===== src/rtl/bc_tx_msg_fetch.sv =====
// BC transmit message sequencer: fetches a descriptor and its data words from BC_TX_RAM
// port B and streams them to the encoder. Optional one-word prefetch: BC_TX_PREFETCH_EN.
module bc_tx_msg_fetch #(
   parameter int ADDR_W = 10,
   parameter int DATA_W = 40
) (
   input  logic              CLK,
   input  logic              RESET,
   input  logic              START,
   input  logic [ADDR_W-1:0] BASE_ADDR,
   input  logic              ABORT,
   output logic              BUSY,
   output logic              DONE,
   output logic              ERR,
   output logic [ADDR_W-1:0] RAM_ADDR,
   output logic              RAM_REN,
   input  logic [DATA_W-1:0] RAM_DOUT,
   output logic [15:0]       WORD_DATA,
   output logic              WORD_SYNC,
   output logic              WORD_VALID,
   input  logic              WORD_READY
);

   typedef enum logic [2:0] {
      S_IDLE, S_DRD, S_DWT, S_CMD, S_DATA_RD, S_DATA_WT, S_DATA
   } state_t;

   state_t            state_q, state_d;
   logic [ADDR_W-1:0] addr_q, addr_d;
   logic              ren_q, ren_d, busy_q, busy_d, done_q, done_d, err_q, err_d;
   logic              valid_q, valid_d, sync_q, sync_d;
   logic [15:0]       word_q, word_d;
   logic [5:0]        n_q, n_d, cnt_q, cnt_d;
   logic              rd_fire;
   logic              unused_dout;

   assign unused_dout = ^RAM_DOUT[DATA_W-2:16];

   // Data word count: mode codes carry one word only when receive with WC[4]=1.
   function automatic logic [5:0] calc_n(input logic [15:0] cmd);
      logic [4:0] sa, wc;
      sa = cmd[9:5];
      wc = cmd[4:0];
      if (sa == 5'd0 || sa == 5'h1F)
         calc_n = (!cmd[10] && wc[4]) ? 6'd1 : 6'd0;
      else if (cmd[10])
         calc_n = 6'd0;
      else
         calc_n = (wc == 5'd0) ? 6'd32 : {1'b0, wc};
   endfunction

`ifdef BC_TX_PREFETCH_EN
   logic        buf_v_q, buf_v_d, rd_v_q, rd_v_d, pf_issue, fire, free, last;
   logic [15:0] buf_q, buf_d;
   logic [5:0]  rd_cnt_q, rd_cnt_d;
   logic [1:0]  occ;

   // A read is issued only if output register plus buffer can absorb every word in flight.
   always_comb begin
      occ      = 2'(buf_v_q) + 2'(rd_v_q) + 2'(valid_q & ~WORD_READY);
      pf_issue = (state_q == S_CMD || state_q == S_DATA) && (rd_cnt_q < n_q) && (occ <= 2'd1);
      fire     = valid_q & WORD_READY;
      free     = ~valid_q | fire;
      last     = (state_q == S_CMD) ? (n_q == 6'd0) : (cnt_q + 6'd1 == n_q);
   end
   assign rd_fire = ren_q | pf_issue;
`else
   assign rd_fire = ren_q;
`endif

   always_comb begin
      state_d = state_q;
      addr_d  = rd_fire ? addr_q + ADDR_W'(1) : addr_q;
      ren_d   = 1'b0;
      done_d  = 1'b0;
      err_d   = 1'b0;
      valid_d = valid_q;
      sync_d  = sync_q;
      word_d  = word_q;
      n_d     = n_q;
      cnt_d   = cnt_q;
`ifdef BC_TX_PREFETCH_EN
      buf_v_d  = buf_v_q;
      buf_d    = buf_q;
      rd_v_d   = pf_issue;
      rd_cnt_d = rd_cnt_q + 6'(pf_issue);
`endif
      unique case (state_q)
         S_IDLE: if (START && !ABORT) begin
            state_d = S_DRD;
            addr_d  = BASE_ADDR;
            ren_d   = 1'b1;
            cnt_d   = '0;
         end
         S_DRD: state_d = S_DWT;
         S_DWT: if (RAM_DOUT[DATA_W-1]) begin
            word_d  = RAM_DOUT[15:0];
            sync_d  = 1'b1;
            valid_d = 1'b1;
            n_d     = calc_n(RAM_DOUT[15:0]);
            state_d = S_CMD;
`ifdef BC_TX_PREFETCH_EN
            rd_cnt_d = '0;
            buf_v_d  = 1'b0;
`endif
         end else begin
            err_d   = 1'b1;
            state_d = S_IDLE;
         end
`ifdef BC_TX_PREFETCH_EN
         S_CMD, S_DATA: begin
            if (fire && state_q == S_DATA) cnt_d = cnt_q + 6'd1;
            if (fire && last) begin
               valid_d = 1'b0;
               done_d  = 1'b1;
               state_d = S_IDLE;
            end else begin
               if (fire) state_d = S_DATA;
               if (free) begin
                  if (buf_v_q) begin
                     word_d  = buf_q;
                     valid_d = 1'b1;
                     sync_d  = 1'b0;
                     buf_v_d = rd_v_q;
                     buf_d   = RAM_DOUT[15:0];
                  end else if (rd_v_q) begin
                     word_d  = RAM_DOUT[15:0];
                     valid_d = 1'b1;
                     sync_d  = 1'b0;
                  end else begin
                     valid_d = 1'b0;
                  end
               end else if (rd_v_q) begin
                  buf_v_d = 1'b1;
                  buf_d   = RAM_DOUT[15:0];
               end
            end
         end
         default: state_d = S_IDLE;
`else
         S_CMD: if (WORD_READY) begin
            valid_d = 1'b0;
            if (n_q == 6'd0) begin
               done_d  = 1'b1;
               state_d = S_IDLE;
            end else begin
               ren_d   = 1'b1;
               state_d = S_DATA_RD;
            end
         end
         S_DATA_RD: state_d = S_DATA_WT;
         S_DATA_WT: begin
            word_d  = RAM_DOUT[15:0];
            sync_d  = 1'b0;
            valid_d = 1'b1;
            state_d = S_DATA;
         end
         S_DATA: if (WORD_READY) begin
            valid_d = 1'b0;
            cnt_d   = cnt_q + 6'd1;
            if (cnt_q + 6'd1 == n_q) begin
               done_d  = 1'b1;
               state_d = S_IDLE;
            end else begin
               ren_d   = 1'b1;
               state_d = S_DATA_RD;
            end
         end
         default: state_d = S_IDLE;
`endif
      endcase
      if (ABORT && state_q != S_IDLE) begin
         state_d = S_IDLE;
         valid_d = 1'b0;
         ren_d   = 1'b0;
         done_d  = 1'b0;
         err_d   = 1'b0;
`ifdef BC_TX_PREFETCH_EN
         buf_v_d = 1'b0;
         rd_v_d  = 1'b0;
`endif
      end
      busy_d = (state_d != S_IDLE);
   end

   always_ff @(posedge CLK or posedge RESET) begin
      if (RESET) begin
         state_q <= S_IDLE;
         addr_q  <= '0;
         ren_q   <= 1'b0;
         busy_q  <= 1'b0;
         done_q  <= 1'b0;
         err_q   <= 1'b0;
         valid_q <= 1'b0;
         sync_q  <= 1'b0;
         word_q  <= '0;
         n_q     <= '0;
         cnt_q   <= '0;
`ifdef BC_TX_PREFETCH_EN
         buf_v_q  <= 1'b0;
         buf_q    <= '0;
         rd_v_q   <= 1'b0;
         rd_cnt_q <= '0;
`endif
      end else begin
         state_q <= state_d;
         addr_q  <= addr_d;
         ren_q   <= ren_d;
         busy_q  <= busy_d;
         done_q  <= done_d;
         err_q   <= err_d;
         valid_q <= valid_d;
         sync_q  <= sync_d;
         word_q  <= word_d;
         n_q     <= n_d;
         cnt_q   <= cnt_d;
`ifdef BC_TX_PREFETCH_EN
         buf_v_q  <= buf_v_d;
         buf_q    <= buf_d;
         rd_v_q   <= rd_v_d;
         rd_cnt_q <= rd_cnt_d;
`endif
      end
   end

   assign BUSY       = busy_q;
   assign DONE       = done_q;
   assign ERR        = err_q;
   assign RAM_ADDR   = addr_q;
   assign RAM_REN    = rd_fire;
   assign WORD_DATA  = word_q;
   assign WORD_SYNC  = sync_q;
   assign WORD_VALID = valid_q;

endmodule

===== config.mk =====
export PLATFORM = sky130hd
export DESIGN_NAME = bc_tx_msg_fetch
export DESIGN_NICKNAME = d
export VERILOG_FILES = /design/src/rtl/bc_tx_msg_fetch.sv
export SDC_FILE = /design/constraint.sdc
export NUM_CORES = 1
export LEC_CHECK = 0
export BUFFER_PORTS_ARGS = -buffer_cell sky130_fd_sc_hd__buf_2
export CORE_ASPECT_RATIO = 2
export CORE_MARGIN = 10
export CORE_UTILIZATION = 49
export CTS_CLUSTER_DIAMETER = 50
export DETAILED_ROUTE_END_ITERATION = 8
export GPL_TIMING_DRIVEN = 0
export HOLD_SLACK_MARGIN = 0.03
export PLACE_DENSITY = 0.86
export SLEW_MARGIN = 20
export SYNTH_ARGS = -nofsm -noshare
export SYNTH_HDL_FRONTEND = slang
export SYNTH_SLANG_ARGS = --single-unit

===== constraint.sdc =====
create_clock -name CLK -period 2.7 [get_ports CLK]
set_input_delay 0 -clock CLK [delete_from_list [all_inputs] [get_ports CLK]]
set_output_delay 0 -clock CLK [all_outputs]
set_load 0.02 [all_outputs]

== Word-level counts from Yosys, hierarchy flattened ==
Cells that the tools add are included.
Word-level totals
  register bits: 47
  bits in latches: 0
  word-level logic and storage cells: 87
  memory bits (read-only): 0
  memories: 0
  output and inout port bits: 32
  bits in writable memories: 0
Cells by class
  reduce and logical (&&, ||, !) cells: 20
  shift operators: 0
  div/mod/pow operators: 0
  bitwise operators: 0
  multiplexer cells: 41
  equal/unequal tests: 13
  order comparisons: 0
  $mul: 0
  $add $sub $neg: 2
Operator list (count)
  one-hot mux 16 bit (2 select lines): 1
  two-way mux 10 bit: 3
  two-way mux 6 bit: 5
  one-hot mux 3 bit (7 select lines): 1
  two-way mux 1 bit: 18
  two-way mux 3 bit: 6
  two-way mux 16 bit: 1
  one-hot mux 6 bit (2 select lines): 1
  adder 10 x 1 -> 10 bit, second input constant: 1
  logical NOT 5 bit: 2
  equality test 3 bit, second input constant: 3
  adder 6 x 1 -> 6 bit, second input constant: 1
  equality test 3 x 2 -> 1 bit, second input constant: 2
  equality test 6 bit: 1
  logical NOT 6 bit: 1
  != test 2 bit, second input constant: 3
  one-hot mux 1 bit (3 select lines): 2
  AND reduction 3 bit: 2
  nonzero test 3 bit: 2
  equality test 5 bit, second input constant: 1
  one-hot mux 1 bit (2 select lines): 2
  AND reduction 2 bit: 2
  nonzero test 2 bit: 2
  nonzero test 4 bit: 1
  other kinds (9): 12

== Longest topological paths before layout ==
  word-level depth: 7
  gate-level depth with buffers: 6

== Worst setup path after synthesis ==
No wires, ideal clock.
  path kind: register -> register
  start: reg cnt_q[0]
  end: reg ren_q, in the netlist RAM_REN
  library setup time: 0.143 ns
  clock period less this slack: 1.878 ns
  stages on the path, launching flop included: 7
  slack: 0.822 ns
  data arrival time: 1.735 ns
  data required time: 2.557 ns
  buffers on the path: 0
  cells stage by stage: dfrtp_1 ha_1 xnor2_1 xnor2_1 or4_4 o31ai_2 o21ai_0
Between the ends
  word-level cells in the longest chain between the ends: 6
RTL lines
  start: declaration: RTL line 33  | logic [5:0] n_q, n_d, cnt_q, cnt_d;
  start signal: assignment: RTL line 216  | cnt_q <= cnt_d;
  adder 6 x 1 -> 6 bit: RTL line 161  | if (cnt_q + 6'd1 == n_q) begin
  equality test 6 bit: RTL line 161
  two-way mux 1 bit: RTL line 161
  two-way mux 1 bit: RTL line 158  | S_DATA: if (WORD_READY) begin
  one-hot mux 1 bit (3 select lines): RTL line 88  | unique case (state_q)
  two-way mux 1 bit: RTL line 172  | if (ABORT && state_q != S_IDLE) begin
  via ren_d: RTL line 30  | logic ren_q, ren_d, busy_q, busy_d, done_q, done_d, err_q, err_d;
  end signal: assignment: RTL line 208  | ren_q <= ren_d;
  end: declaration: RTL line 30
The timed path passes the listed nets, and every way through them passes these cells.
A chain may end at the register's enable or synchronous reset.

== Worst setup path after layout ==
  start: reg state_q[0]
  end: reg word_q[7], in the netlist WORD_DATA[7]
Between the ends
  word-level cells in the longest chain between the ends: 3
  elaborated cells between the ends (all ways): 6
  those cells by class: 3 x eq/ne; 1 x mux; 2 x reduce/logical
RTL lines
  start: declaration: RTL line 28  | state_t state_q, state_d;
  start signal: assignment: RTL line 206  | state_q <= state_d;
  equality test 3 x 2 -> 1 bit / equality test 3 bit (equally long branches): RTL line 88
  != test 2 bit (no line) / nonzero test 2 bit (equally long branches)
  AND reduction 2 bit (no line)
  end signal: assignment: RTL line 214  | word_q <= word_d;
  end: declaration: RTL line 32  | logic [15:0] word_q, word_d;
Several ways; a longest one is shown, not always the timed one.

==> results.toml <==
[global_routing]
grt_pass1_wl_um = 10130
grt_usage = 0.1571
grt_max_degree = 31
grt_pass1_vias = 2183
antenna_found_initial = 0
gr-total-overflow = 0

[die]
initial_utilization = 0.5048
core_area_mm2 = 0.004598
ios = 87
rows = 35
dieArea_mm2 = 0.008056
dieWidth_um = 68.67
die_h_um = 117.3

[yosys]
synth_edf_count = 0
synth-async-reset-ratio = 1.000
synth_ff_type = "dfrtp_1"
syn-num-nets = 275
synth_area_mm2 = 0.002321
synthTopCellsByArea = "dfrtp_1 51%, mux2_2 7.8%, a21oi_1 4.3%"
synthTopCellsByCount = "47 x dfrtp_1, 20 x a21oi_1, 19 x nor2_1"
netlist_instances = 218
yosys.area.top_type = "dfrtp_1"
synth.avg_cell_area_um2 = 10.65
synth-seq-cells = 47
yosys.cell_types.count = 40
yosysSeqAreaShare = 0.5067
yosys_warnings = 0
yosysMostFrequentCell = "dfrtp_1"
synth_top_cell_area_share = 0.5067

[pwr]
p_leak_nw = 1.458
finalPower_mw = 2.501
netSwitchingFraction = 0.3474
power.density_mw_per_mm2 = 794.8
pwr-share-clk = 0.242
combinationalPowerShare = 0.344
p_sw_mw = 0.8689
ir_drop_mv = 0.7458
pwr-share-seq = 0.414
intPower_mw = 1.632

[final_layout]
post-route-util = 0.6844
num_antenna_cells = 0
drive_gt1_frac = 0.2987
final_nets = 374
syn_to_final_growth_pct = 35.58
fill_cells = 341

[critical_path]
crit_type = "reg -> reg"
reg2reg_slack_ps = 450
crit_family = "simple AND/OR/NAND/NOR gates"
crit_chain = "clkbuf_1 > nor2b_1 > nand2_1 > nand2_1 > buf_2 > mux2_2"
critPathArrivalTime_ps = 2430
critPathCaptureType = "flop"
crit_path_max_incr_delay_ps = 380
path_buf_inv = 2
reg2reg_depth = 6
crit_required_ps = 2880
crit-reg2reg-launch = "state_q[0]$_DFF_PP0_"
crit-reg2reg-capture = "WORD_DATA[7]$_DFFE_PP0P_"
cpMostUsedCell = "nand2_1"
start_kind = "flop"
cp_max_fo = 10
slowest_stage = "mux2_2"

[clock_network]
htreeDepth = 2
cts_tree = "yes"
clk_latency_ps = 300
clock-sinks = 47
clkTransAtPathRegs_ps = 90
cts_resized = 0
cts-root-buf = "clkbuf_8"
cts_inserted_buffers = 5
clockBufferDepth = 2

[timing]
max_clock_freq_mhz = 444.2
fin_ws_ps = 448.8
fin_skew_ps = 7.081
hold_viol = 0
rsz0062_at_grt = "false"
tightest_slew_ps = 615.0
setup_viol = 0
maxSlewViolCount = 0
period_share = 0.8338
relSlewSlack = 0.5842
timing.final.crit_period_ps = 2251
setup_tns_ps = 0

[detailed_routing]
wl_per_cell_um = 16.41
vias_per_cell = 5.445
drc = 0
first_pass_iters = 4
finalWirelength_um = 6122
drt.antenna.violating_nets = 0
drt-initial-drc-count = 53
num_vias = 2031

[worst_hold_path]
holdPathEnd = "BUSY$_DFF_PP0_"
hold_path.startpoint = "START"
hold_class = "in -> reg"
min_path_cells = 4

[status]
status = "finished clean"

[place]
hpwl_um = 4345
place_ws_ps = 533.9
place.gp.congestion = 0.8616
port_buffers = 62

[flow_run]
maxCapViolations = 0
==> metrics by stage <==
| step | hold slack, ps | cell area [um^2] | cells |
|---|---|---|---|
| floorplan | 84.02 | 2321 | 218 |
| global placement | 180.1 | 2700 | 335 |
| detailed placement | 21.15 | 2720 | 336 |
| CTS | 118.4 | 3147 | 373 |
| global route | 144.1 | 3147 | 373 |
| finish | 135.2 | 3147 | 373 |
==> cell usage in the layout, fill, tap and decap left out, types with 4 or more instances in the layout <==
cell           synthesis  final
a21oi_1               20     20
a22o_1                 6      6
and3_1                 5      5
buf_2                  2     64
clkbuf_1               5      5
clkbuf_8               0      5
dfrtp_1               47     47
dlygate4sd3_1          0     29
inv_1                  5      4
mux2_2                16     16
nand2_1               15     15
nand3_1                5      5
nor2_1                19     19
nor3_1                 4      4
o21ai_0               13     13
xnor2_1                7      7
xor2_1                11     11
==> tightest hold or removal path, cell delays in order <==
cell and delay, ps:
buf_2 100, inv_1 60, a221o_1 150, a31oi_1 80
==> power groups by stage <==
stage	Combinational (mW)	Clock [mW]	Sequential [mW]
6_report	0.861	0.605	1.04
5_1_grt	0.932	0.640	1.06
4_1_cts	0.863	0.618	1.03
3_5_place_dp	0.828	0	1.04
3_3_place_gp	0.803	0	1.03
2_1_floorplan	0.336	0	1.23
==> worst max-delay path by stage <==
stage | from | to | slack [ps] | depth (start not counted)
after floorplan | cnt_q[0]$_DFFE_PP0P_ | RAM_REN$_DFF_PP0_ | 820 | 6
after global placement | state_q[0]$_DFF_PP0_ | WORD_DATA[11]$_DFFE_PP0P_ | 550 | 6
after detailed placement | state_q[0]$_DFF_PP0_ | WORD_DATA[13]$_DFFE_PP0P_ | 530 | 6
after CTS | state_q[0]$_DFF_PP0_ | WORD_DATA[13]$_DFFE_PP0P_ | 520 | 6
after global routing | state_q[0]$_DFF_PP0_ | WORD_DATA[7]$_DFFE_PP0P_ | 220 | 6
final | state_q[0]$_DFF_PP0_ | WORD_DATA[7]$_DFFE_PP0P_ | 450 | 6
==> final cells by class <==
class                   instances  area (um^2)  area share
clock inverters                 3        67.56     0.02147
flip-flops and latches         47         1176      0.3738
well taps                      55        68.82     0.02187
clock buffers                   5        68.82     0.02187
multi-input cells             158         1070      0.3400
repair buffers                 92        620.6      0.1972
plain buffers                   8        56.30     0.01789
inverters                       5        18.77    0.005964
==> logic make-up after synthesis <==
kind of cell	synth area share
compound gates	0.1396
xor+xnor	0.07817
fa+ha+maj	0.01078
buf+inv	0.03235
flops	0.5067
mux	0.08625
simple gates	0.1461
==> metal layers <==
layer	vias to the layer above	track usage	wire, um
met5	-	0	0
met4	0	0.05316	132
met3	12	0.05243	521
met2	73	0.2748	3317
met1	970	0.1625	2151
li1	976	-	-
==> state kept, by name, summed over array words and instances, names as in the netlist <==
register	count
RAM_REN	1
RAM_ADDR	10
n_q	6
BUSY	1
WORD_DATA	16
state_q	3
cnt_q	6
DONE	1
ERR	1
WORD_SYNC	1
WORD_VALID	1
==> timing repair <==
action	CTS	global route
endpoints found under the hold margin	55	0
setup buffers	0	0
hold buffers	29	0
No activity file was read; power rests on OpenSTA's default activity.
